==> config.mk <==
export PLATFORM = sky130hd
export DESIGN_NAME = fetch_unit_flat
export DESIGN_NICKNAME = d
export VERILOG_FILES = /design/src/rtl/fetch_if.sv /design/src/rtl/fetch_unit.sv /design/src/flat_wrapper.sv
export SDC_FILE = /design/constraint.sdc
export NUM_CORES = 1
export LEC_CHECK = 0
export CORE_UTILIZATION = 50
export CTS_CLUSTER_SIZE = 12
export DETAILED_ROUTE_END_ITERATION = 8
export GPL_TIMING_DRIVEN = 0
export PLACE_DENSITY = 0.87
export RECOVER_POWER = 50
export SYNTH_ARGS = -nofsm -noshare
export SYNTH_HDL_FRONTEND = slang
export SYNTH_SLANG_ARGS = --single-unit
==> constraint.sdc <==
create_clock -name clk -period 19.7 [get_ports clk]
set_input_delay 3.94 -clock clk [delete_from_list [all_inputs] [get_ports clk]]
set_output_delay 3.94 -clock clk [all_outputs]
set_load 0.01 [all_outputs]
==> src/rtl/fetch_if.sv <==
// Fetch-unit bundle: PC loop, redirect, instruction-memory and decode handshakes.
interface fetch_if;
   logic [31:0] pc;
   logic [31:0] pc_prim;
   logic        branch_valid;
   logic [31:0] branch_target;
   logic        imem_req;
   logic [31:0] imem_addr;
   logic        imem_ack;
   logic [31:0] imem_rdata;
   logic        dec_valid;
   logic [31:0] dec_instr;
   logic [31:0] dec_pc;
   logic        dec_ready;

   modport slave (
      input  pc, branch_valid, branch_target, imem_ack, imem_rdata, dec_ready,
      output pc_prim, imem_req, imem_addr, dec_valid, dec_instr, dec_pc
   );

   modport master (
      output pc, branch_valid, branch_target, imem_ack, imem_rdata, dec_ready,
      input  pc_prim, imem_req, imem_addr, dec_valid, dec_instr, dec_pc
   );
endinterface

==> src/rtl/fetch_unit.sv <==
// Instruction fetch: sequential PC stepping, 2-entry decode FIFO, branch flush/drop.
// Optional FETCH_PERF_EN adds perf_fetch_cnt / perf_flush_cnt counters.
//
// state   | meaning
// S_IDLE  | post-reset, PC forced to RESET_PC, no request
// S_FETCH | request at pc while FIFO has room
// S_DROP  | re-issue request stranded by a branch and discard its data
module fetch_unit #(
   parameter logic [31:0] RESET_PC = 32'h0000_0000,
   parameter logic [31:0] PC_STEP  = 32'd4
) (
   input  logic        clk,
   input  logic        reset,
   fetch_if.slave      bus
`ifdef FETCH_PERF_EN
   ,
   output logic [31:0] perf_fetch_cnt,
   output logic [31:0] perf_flush_cnt
`endif
);

   typedef enum logic [1:0] {S_IDLE, S_FETCH, S_DROP} state_t;

   state_t      r_state;
   logic [1:0]  r_count;
   logic        r_wptr;
   logic        r_rptr;
   logic [31:0] r_drop_addr;
   logic [31:0] r_fifo_pc    [2];
   logic [31:0] r_fifo_instr [2];

   logic w_req;
   logic w_branch;
   logic w_push;
   logic w_pop;

   always_comb begin
      w_req = 1'b0;
      if (!reset) begin
         case (r_state)
            S_FETCH: w_req = (r_count < 2'd2);
            S_DROP:  w_req = 1'b1;
            default: w_req = 1'b0;
         endcase
      end
   end

   assign w_branch = !reset && bus.branch_valid && (r_state != S_IDLE);
   assign w_push   = (r_state == S_FETCH) && w_req && bus.imem_ack && !bus.branch_valid;
   assign w_pop    = bus.dec_valid && bus.dec_ready;

   assign bus.imem_req  = w_req;
   assign bus.imem_addr = (r_state == S_DROP) ? r_drop_addr : bus.pc;
   assign bus.dec_valid = !reset && (r_count != 2'd0);
   assign bus.dec_instr = r_fifo_instr[r_rptr];
   assign bus.dec_pc    = r_fifo_pc[r_rptr];

   always_comb begin
      if (reset || (r_state == S_IDLE))
         bus.pc_prim = RESET_PC;
      else if (w_branch)
         bus.pc_prim = bus.branch_target;
      else if (w_push)
         bus.pc_prim = bus.pc + PC_STEP;
      else
         bus.pc_prim = bus.pc;
   end

   always_ff @(posedge clk) begin
      if (reset) begin
         r_state     <= S_IDLE;
         r_count     <= 2'd0;
         r_wptr      <= 1'b0;
         r_rptr      <= 1'b0;
         r_drop_addr <= RESET_PC;
      end else begin
         case (r_state)
            S_IDLE: r_state <= S_FETCH;
            S_FETCH: begin
               // a branch strands an un-acked request; it must still be completed
               if (w_branch && w_req && !bus.imem_ack) begin
                  r_state     <= S_DROP;
                  r_drop_addr <= bus.pc;
               end
            end
            S_DROP: begin
               if (bus.imem_ack)
                  r_state <= S_FETCH;
            end
            default: r_state <= S_IDLE;
         endcase

         if (w_branch) begin
            r_count <= 2'd0;
            r_wptr  <= 1'b0;
            r_rptr  <= 1'b0;
         end else begin
            if (w_push) begin
               r_fifo_pc[r_wptr]    <= bus.pc;
               r_fifo_instr[r_wptr] <= bus.imem_rdata;
               r_wptr               <= ~r_wptr;
            end
            if (w_pop)
               r_rptr <= ~r_rptr;
            r_count <= r_count + {1'b0, w_push} - {1'b0, w_pop};
         end
      end
   end

`ifdef FETCH_PERF_EN
   always_ff @(posedge clk) begin
      if (reset) begin
         perf_fetch_cnt <= 32'd0;
         perf_flush_cnt <= 32'd0;
      end else begin
         if (w_push)
            perf_fetch_cnt <= perf_fetch_cnt + 32'd1;
         if (w_branch)
            perf_flush_cnt <= perf_flush_cnt + 32'd1;
      end
   end
`endif

endmodule

==> src/flat_wrapper.sv <==
// flat-port wrapper written by rule: the top's interface ports become plain ports
module fetch_unit_flat 
#(
   parameter logic [31:0] RESET_PC = 32'h0000_0000,
   parameter logic [31:0] PC_STEP  = 32'd4
)
  (clk, reset, bus_pc, bus_branch_valid, bus_branch_target, bus_imem_ack, bus_imem_rdata, bus_dec_ready, bus_pc_prim, bus_imem_req, bus_imem_addr, bus_dec_valid, bus_dec_instr, bus_dec_pc);
  fetch_if bus_i ();
  input  logic clk;
  input  logic reset;
  input wire logic [$bits(bus_i.pc)-1:0] bus_pc;
  input wire logic [$bits(bus_i.branch_valid)-1:0] bus_branch_valid;
  input wire logic [$bits(bus_i.branch_target)-1:0] bus_branch_target;
  input wire logic [$bits(bus_i.imem_ack)-1:0] bus_imem_ack;
  input wire logic [$bits(bus_i.imem_rdata)-1:0] bus_imem_rdata;
  input wire logic [$bits(bus_i.dec_ready)-1:0] bus_dec_ready;
  output wire logic [$bits(bus_i.pc_prim)-1:0] bus_pc_prim;
  output wire logic [$bits(bus_i.imem_req)-1:0] bus_imem_req;
  output wire logic [$bits(bus_i.imem_addr)-1:0] bus_imem_addr;
  output wire logic [$bits(bus_i.dec_valid)-1:0] bus_dec_valid;
  output wire logic [$bits(bus_i.dec_instr)-1:0] bus_dec_instr;
  output wire logic [$bits(bus_i.dec_pc)-1:0] bus_dec_pc;
  assign bus_i.pc = bus_pc;
  assign bus_i.branch_valid = bus_branch_valid;
  assign bus_i.branch_target = bus_branch_target;
  assign bus_i.imem_ack = bus_imem_ack;
  assign bus_i.imem_rdata = bus_imem_rdata;
  assign bus_i.dec_ready = bus_dec_ready;
  assign bus_pc_prim = bus_i.pc_prim;
  assign bus_imem_req = bus_i.imem_req;
  assign bus_imem_addr = bus_i.imem_addr;
  assign bus_dec_valid = bus_i.dec_valid;
  assign bus_dec_instr = bus_i.dec_instr;
  assign bus_dec_pc = bus_i.dec_pc;
  fetch_unit #(.RESET_PC(RESET_PC), .PC_STEP(PC_STEP)) u_core (.clk(clk), .reset(reset), .bus(bus_i));
endmodule
# Word level (Yosys, flattened, before mapping)
# Memories as Yosys holds them, arrays and structs flattened. A register that Yosys moved wholly into a read port is not among the register bits.
# Cells that the tools add are included.
# word_totals
romBits	0
latchBits	0
word_cells	53
n_memories	2
reg_bits	38
input_bits	101
ram_bits	128
# classes
reduce_logical	19
bitwise_logic	2
eq_ne	4
n_lt_le_gt_ge	1
div	0
n_mux	17
shift	0
add_sub_neg	3
n_mul	0
# memory_table
name	depth	word_bits	rd	rd_ports_with_merged_regs	write_ports	line_no	text
u_core.r_fifo_instr	2	32	1	1	1	fetch_unit.sv:30	logic [31:0] r_fifo_instr [2];
u_core.r_fifo_pc	2	32	1	1	1	fetch_unit.sv:29	logic [31:0] r_fifo_pc [2];
# ops
op	count
$mux 32	4
$add 32x3->32 const B	1
$logic_and 1x1->1	9
$mux 1	9
$pmux 2 s3	1
$mux 2	2
$ne 2x2->1 const B	2
$reduce_and 2->1	2
$reduce_bool 2->1	2
$logic_not 1->1	3
$add 2x1->2	1
$eq 2x1->1 const B	1
$eq 2x2->1 const B	1
$logic_not 2->1	1
$lt 2x2->1 const B	1
$not 1->1	2
$pmux 1 s2	1
$reduce_or 2->1	1
$sub 2x1->2	1
$logic_or 1x1->1	1

# Depth between registers and ports, before layout
# depth
ltp_word	10
mapped_depth	9
mapped_depth_nobuf	9

# Worst setup path before layout
# No wires, ideal clock.
# synth_path
kind	input-to-reg
from	input reset
to	memory u_core.r_fifo_instr[1][0], enable pin
arrival_time_ns	11.007
setup_ns	0.666
n_path_buf	0
setup_slack_ns	8.027
cell_stages	3
path_cell_list	and4b_1 nand2_1 nor4b_1
# synth_via
elab_chain_len	8
# synth_lines
item	line_no	text
start: declaration	flat_wrapper.sv:10	input logic reset;
$mux 1	fetch_unit.sv:39	if (!reset) begin
$logic_and 1x1->1 (3 in series)	fetch_unit.sv:49	assign w_push = (r_state == S_FETCH) && w_req && bus.imem_ack && !bus.branch_valid;
$mux 1	fetch_unit.sv:98	if (w_push) begin
$mux 1	fetch_unit.sv:93	if (w_branch) begin
$mux 1 *	fetch_unit.sv:70	if (reset) begin
$mux 1 (implied by the code) *	fetch_unit.sv:100	r_fifo_instr[r_wptr] <= bus.imem_rdata;
end: declaration	fetch_unit.sv:30	
# Mark *: on every way between the ends. The rest lies on a longest branch, timed or not.

# Worst setup path in the final report
# layout_path
from	input bus_pc[3]
to	output bus_pc_prim[26]
# layout_via
elab_chain_len	4
# layout_lines
item	line_no	text
start: declaration	flat_wrapper.sv:11	input wire logic [$bits(bus_i.pc)-1:0] bus_pc;
$add 32x3->32	fetch_unit.sv:64	bus.pc_prim = bus.pc + PC_STEP;
$mux 32	fetch_unit.sv:63	else if (w_push)
$mux 32	fetch_unit.sv:61	else if (w_branch)
$mux 32	fetch_unit.sv:59	if (reset || (r_state == S_IDLE))
end: declaration	flat_wrapper.sv:17	output wire logic [$bits(bus_i.pc_prim)-1:0] bus_pc_prim;
# No other way between the ends.

==> reports/metrics.cfg <==
[worst_setup_path]
crit_fanout=9
cp-end-kind=output pin
crit_chain=dlygate4sd3_1, ha_1, and4_1, nand4_1, nor4_1, xnor2_1, o21ai_0, clkdlybuf4s50_1
r2r_start=u_core.r_state[0]$_SDFFE_PP0P_
start_kind=primary input
path_class=in -> out
crit_start=bus_pc[3]
worst_ep_arrival_time_ns=7.08
reg2reg_depth=9
critPathMaxStageDelay_ns=0.80
crit_slowest_cell=dlygate4sd3_1
r2r_slack_ns=16.00
rr_endpoint=u_core.r_fifo_instr[0][19]$_DFFE_PP_
crit_required_ns=15.76

[grt]
grt.total_usage=0.277
overflow=0
grt_max_degree=17
antenna_found_initial=0
grt_pass1_wl_mm=32.6
grt_pass1_vias=5984

[worst_hold_path]
min_from=u_core.r_drop_addr[2]$_SDFFE_PP0P_
hold_path_class=reg -> reg
hold_depth=2
min_to=u_core.r_drop_addr[2]$_SDFFE_PP0P_

[run]
cap_violations=0

[layout]
antenna_cells=0
nets=987
drive_gt1_frac=0.154
final_util=0.734
syn2layout_area_growth_pct=42.0

[yosys]
postSynthAreaPerCell_um2=12.4
yosysTopAreaCell=edfxtp_1
netlist_area_um2=7600
synth_cells=613
ys_types=40
ys_seq_area_frac=0.609
synth_flop_cell=edfxtp_1
syn_nets=722
yosysWarnings=0
ys_ff_latch=167
synth_top_area_frac=0.506
synth_most_common_cell=edfxtp_1
synthArstFlopShare=0
ys_top_cells_by_count=edfxtp_1, mux2_2, nand2_1, a21oi_1, dfxtp_1
synth-edff-count=128
yosys-top-cells-area=edfxtp_1, mux2_2, dfxtp_1

[timing]
finalSetupTns_ns=0
maxSlewHeadroom=0.126
setup_viol=0
min_period_over_period=0.559
rsz0062_at_grt=no
slew_violations=0
max_slew.worst_pin.slew_ns=1.29
period_needed_ns=11.02
holdWs_ns=0.455
fmax_mhz=90.7
skew_ns=0.00866
report.final.hold_viol_count=0

[place]
hpwlAfterDp_mm=15.7
io_buffers=230
gp_congestion=0.904

[floorplanning]
dieArea_um2=15700
die_h_um=125
rows=44
num_io_pins=231
start_util=0.517
coreArea_um2=14700
die_w_um=125

[route]
drc=12
totalWireLength_mm=21.1
drtPass1Iterations=7
ant_nets=0
dr_total_vias=5990
routed_via_density=5.57
wl_per_cell_um=19.7
drtIter0Drc=540

[clock_tree]
clkSlewWorstSetupHoldPaths_ns=0.06
clock_sinks=167
clock-root-buffer=clkbuf_16
cts_buffer_depth=2
cts_tree=yes
cts.htree.levels=4
post_cts_resized=0
holdBufCountCts=0
insertion_delay_ns=0.42
cts_setup_buffers=0
cts_buffers=17

[pwr]
peakVddDrop_mv=0.0600
power_density_nw_per_um2=82.1
p_clk_frac=0.354
p_sw_frac=0.261
p_switching_uw=231
p_int_uw=654
p_seq_frac=0.437
p_leak_uw=0.00358
combPwrFrac=0.209

[run_status]
violations=design-rule violations
status=finished, violations left

[per-layer routing]
| metal | vias up | routed length, µm | GRT usage |
|---|---|---|---|
| met2 | 290 | 10700 | 0.473 |
| met4 | 0 | 345 | 0.106 |
| met5 | - | 0 | 0 |
| met1 | 2861 | 8490 | 0.346 |
| met3 | 31 | 1630 | 0.0578 |
| li1 | 2808 | - | - |
[worst max-delay path: cells and delay by family]
family / cells / cell delay, ns
compound gates: 1 / 0.26
simple gates: 3 / 0.98
xor+xnor: 1 / 0.13
fa+ha+maj: 1 / 0.37
buf+inv: 2 / 1.40
[sequential cells by signal (all words and copies together) (netlist names), named ones only]
name	count
u_core.r_wptr	1
u_core.r_state	2
u_core.r_rptr	1
u_core.r_fifo_instr	64
u_core.r_drop_addr	32
u_core.r_count	2
u_core.r_fifo_pc	64
[power by group through the flow]
stage	registers, µW	logic (µW)	clock network (µW)
3_3_place_gp	395	182	0
4_1_cts	387	187	317
3_5_place_dp	395	186	0
6_report	387	185	314
5_1_grt	387	197	334
2_1_floorplan	395	81.9	0
[cells in the final DEF (no fill, tap or decap), drive strengths merged, types with 16 or more instances in the layout]
cell type	n
xnor2	16
dfxtp	39
nor2	18
mux2	93
o21ai	31
clkdlybuf4s50	164
clkbuf	51
nand2	82
a21oi	52
dlygate4sd3	66
nand3	17
edfxtp	128
[stage by stage]
step | cells | instance area [µm²] | power, µW | setup slack [ns]
after global placement | 1027 | 10100 | 577 | 3.45
final | 1075 | 10800 | 886 | 8.68
after floorplan | 613 | 7600 | 477 | 8.03
after detailed placement | 1043 | 10300 | 580 | 8.95
after CTS | 1075 | 10800 | 891 | 8.86
after global routing | 1075 | 10800 | 919 | 8.60
[kinds of logic (layout without fill, tap and decap cells)]
logic type | Yosys count | after routing | share of synthesized area
flip-flops | 167 | 167 | 0.609
buffers and inverters | 42 | 320 | 0.0219
multiplexers | 96 | 96 | 0.142
AND/OR/NAND/NOR | 175 | 175 | 0.114
XOR/XNOR | 27 | 27 | 0.0311
adder cells (fa/ha/maj) | 8 | 8 | 0.0132
AO/OA/AOI/OAI | 98 | 98 | 0.0690
[final cells by class]
| cell class | count | area, µm² |
|---|---|---|
| Fill cell | 1047 | 3910 |
| Tap cell | 184 | 230 |
| Timing Repair Buffer | 246 | 2410 |
| Clock buffer | 18 | 429 |
| Clock inverter | 14 | 124 |
| Buffer | 32 | 129 |
| Multi-Input combinational cell | 404 | 2810 |
| Sequential cell | 167 | 4620 |
| Inverter | 10 | 37.5 |
[how the worst max path moves through the flow]
stage	cells past startpoint	endpoint	slack, ns
global route	8	bus_pc_prim[26]	8.60
CTS	8	bus_pc_prim[26]	8.86
finish	8	bus_pc_prim[26]	8.68
detailed placement	8	bus_pc_prim[24]	8.95
floorplan	3	u_core.r_fifo_instr[1][0]$_DFFE_PP_	8.03
global placement	4	u_core.r_fifo_instr[1][12]$_DFFE_PP_	3.45
Power figures use the tool's default switching activity.
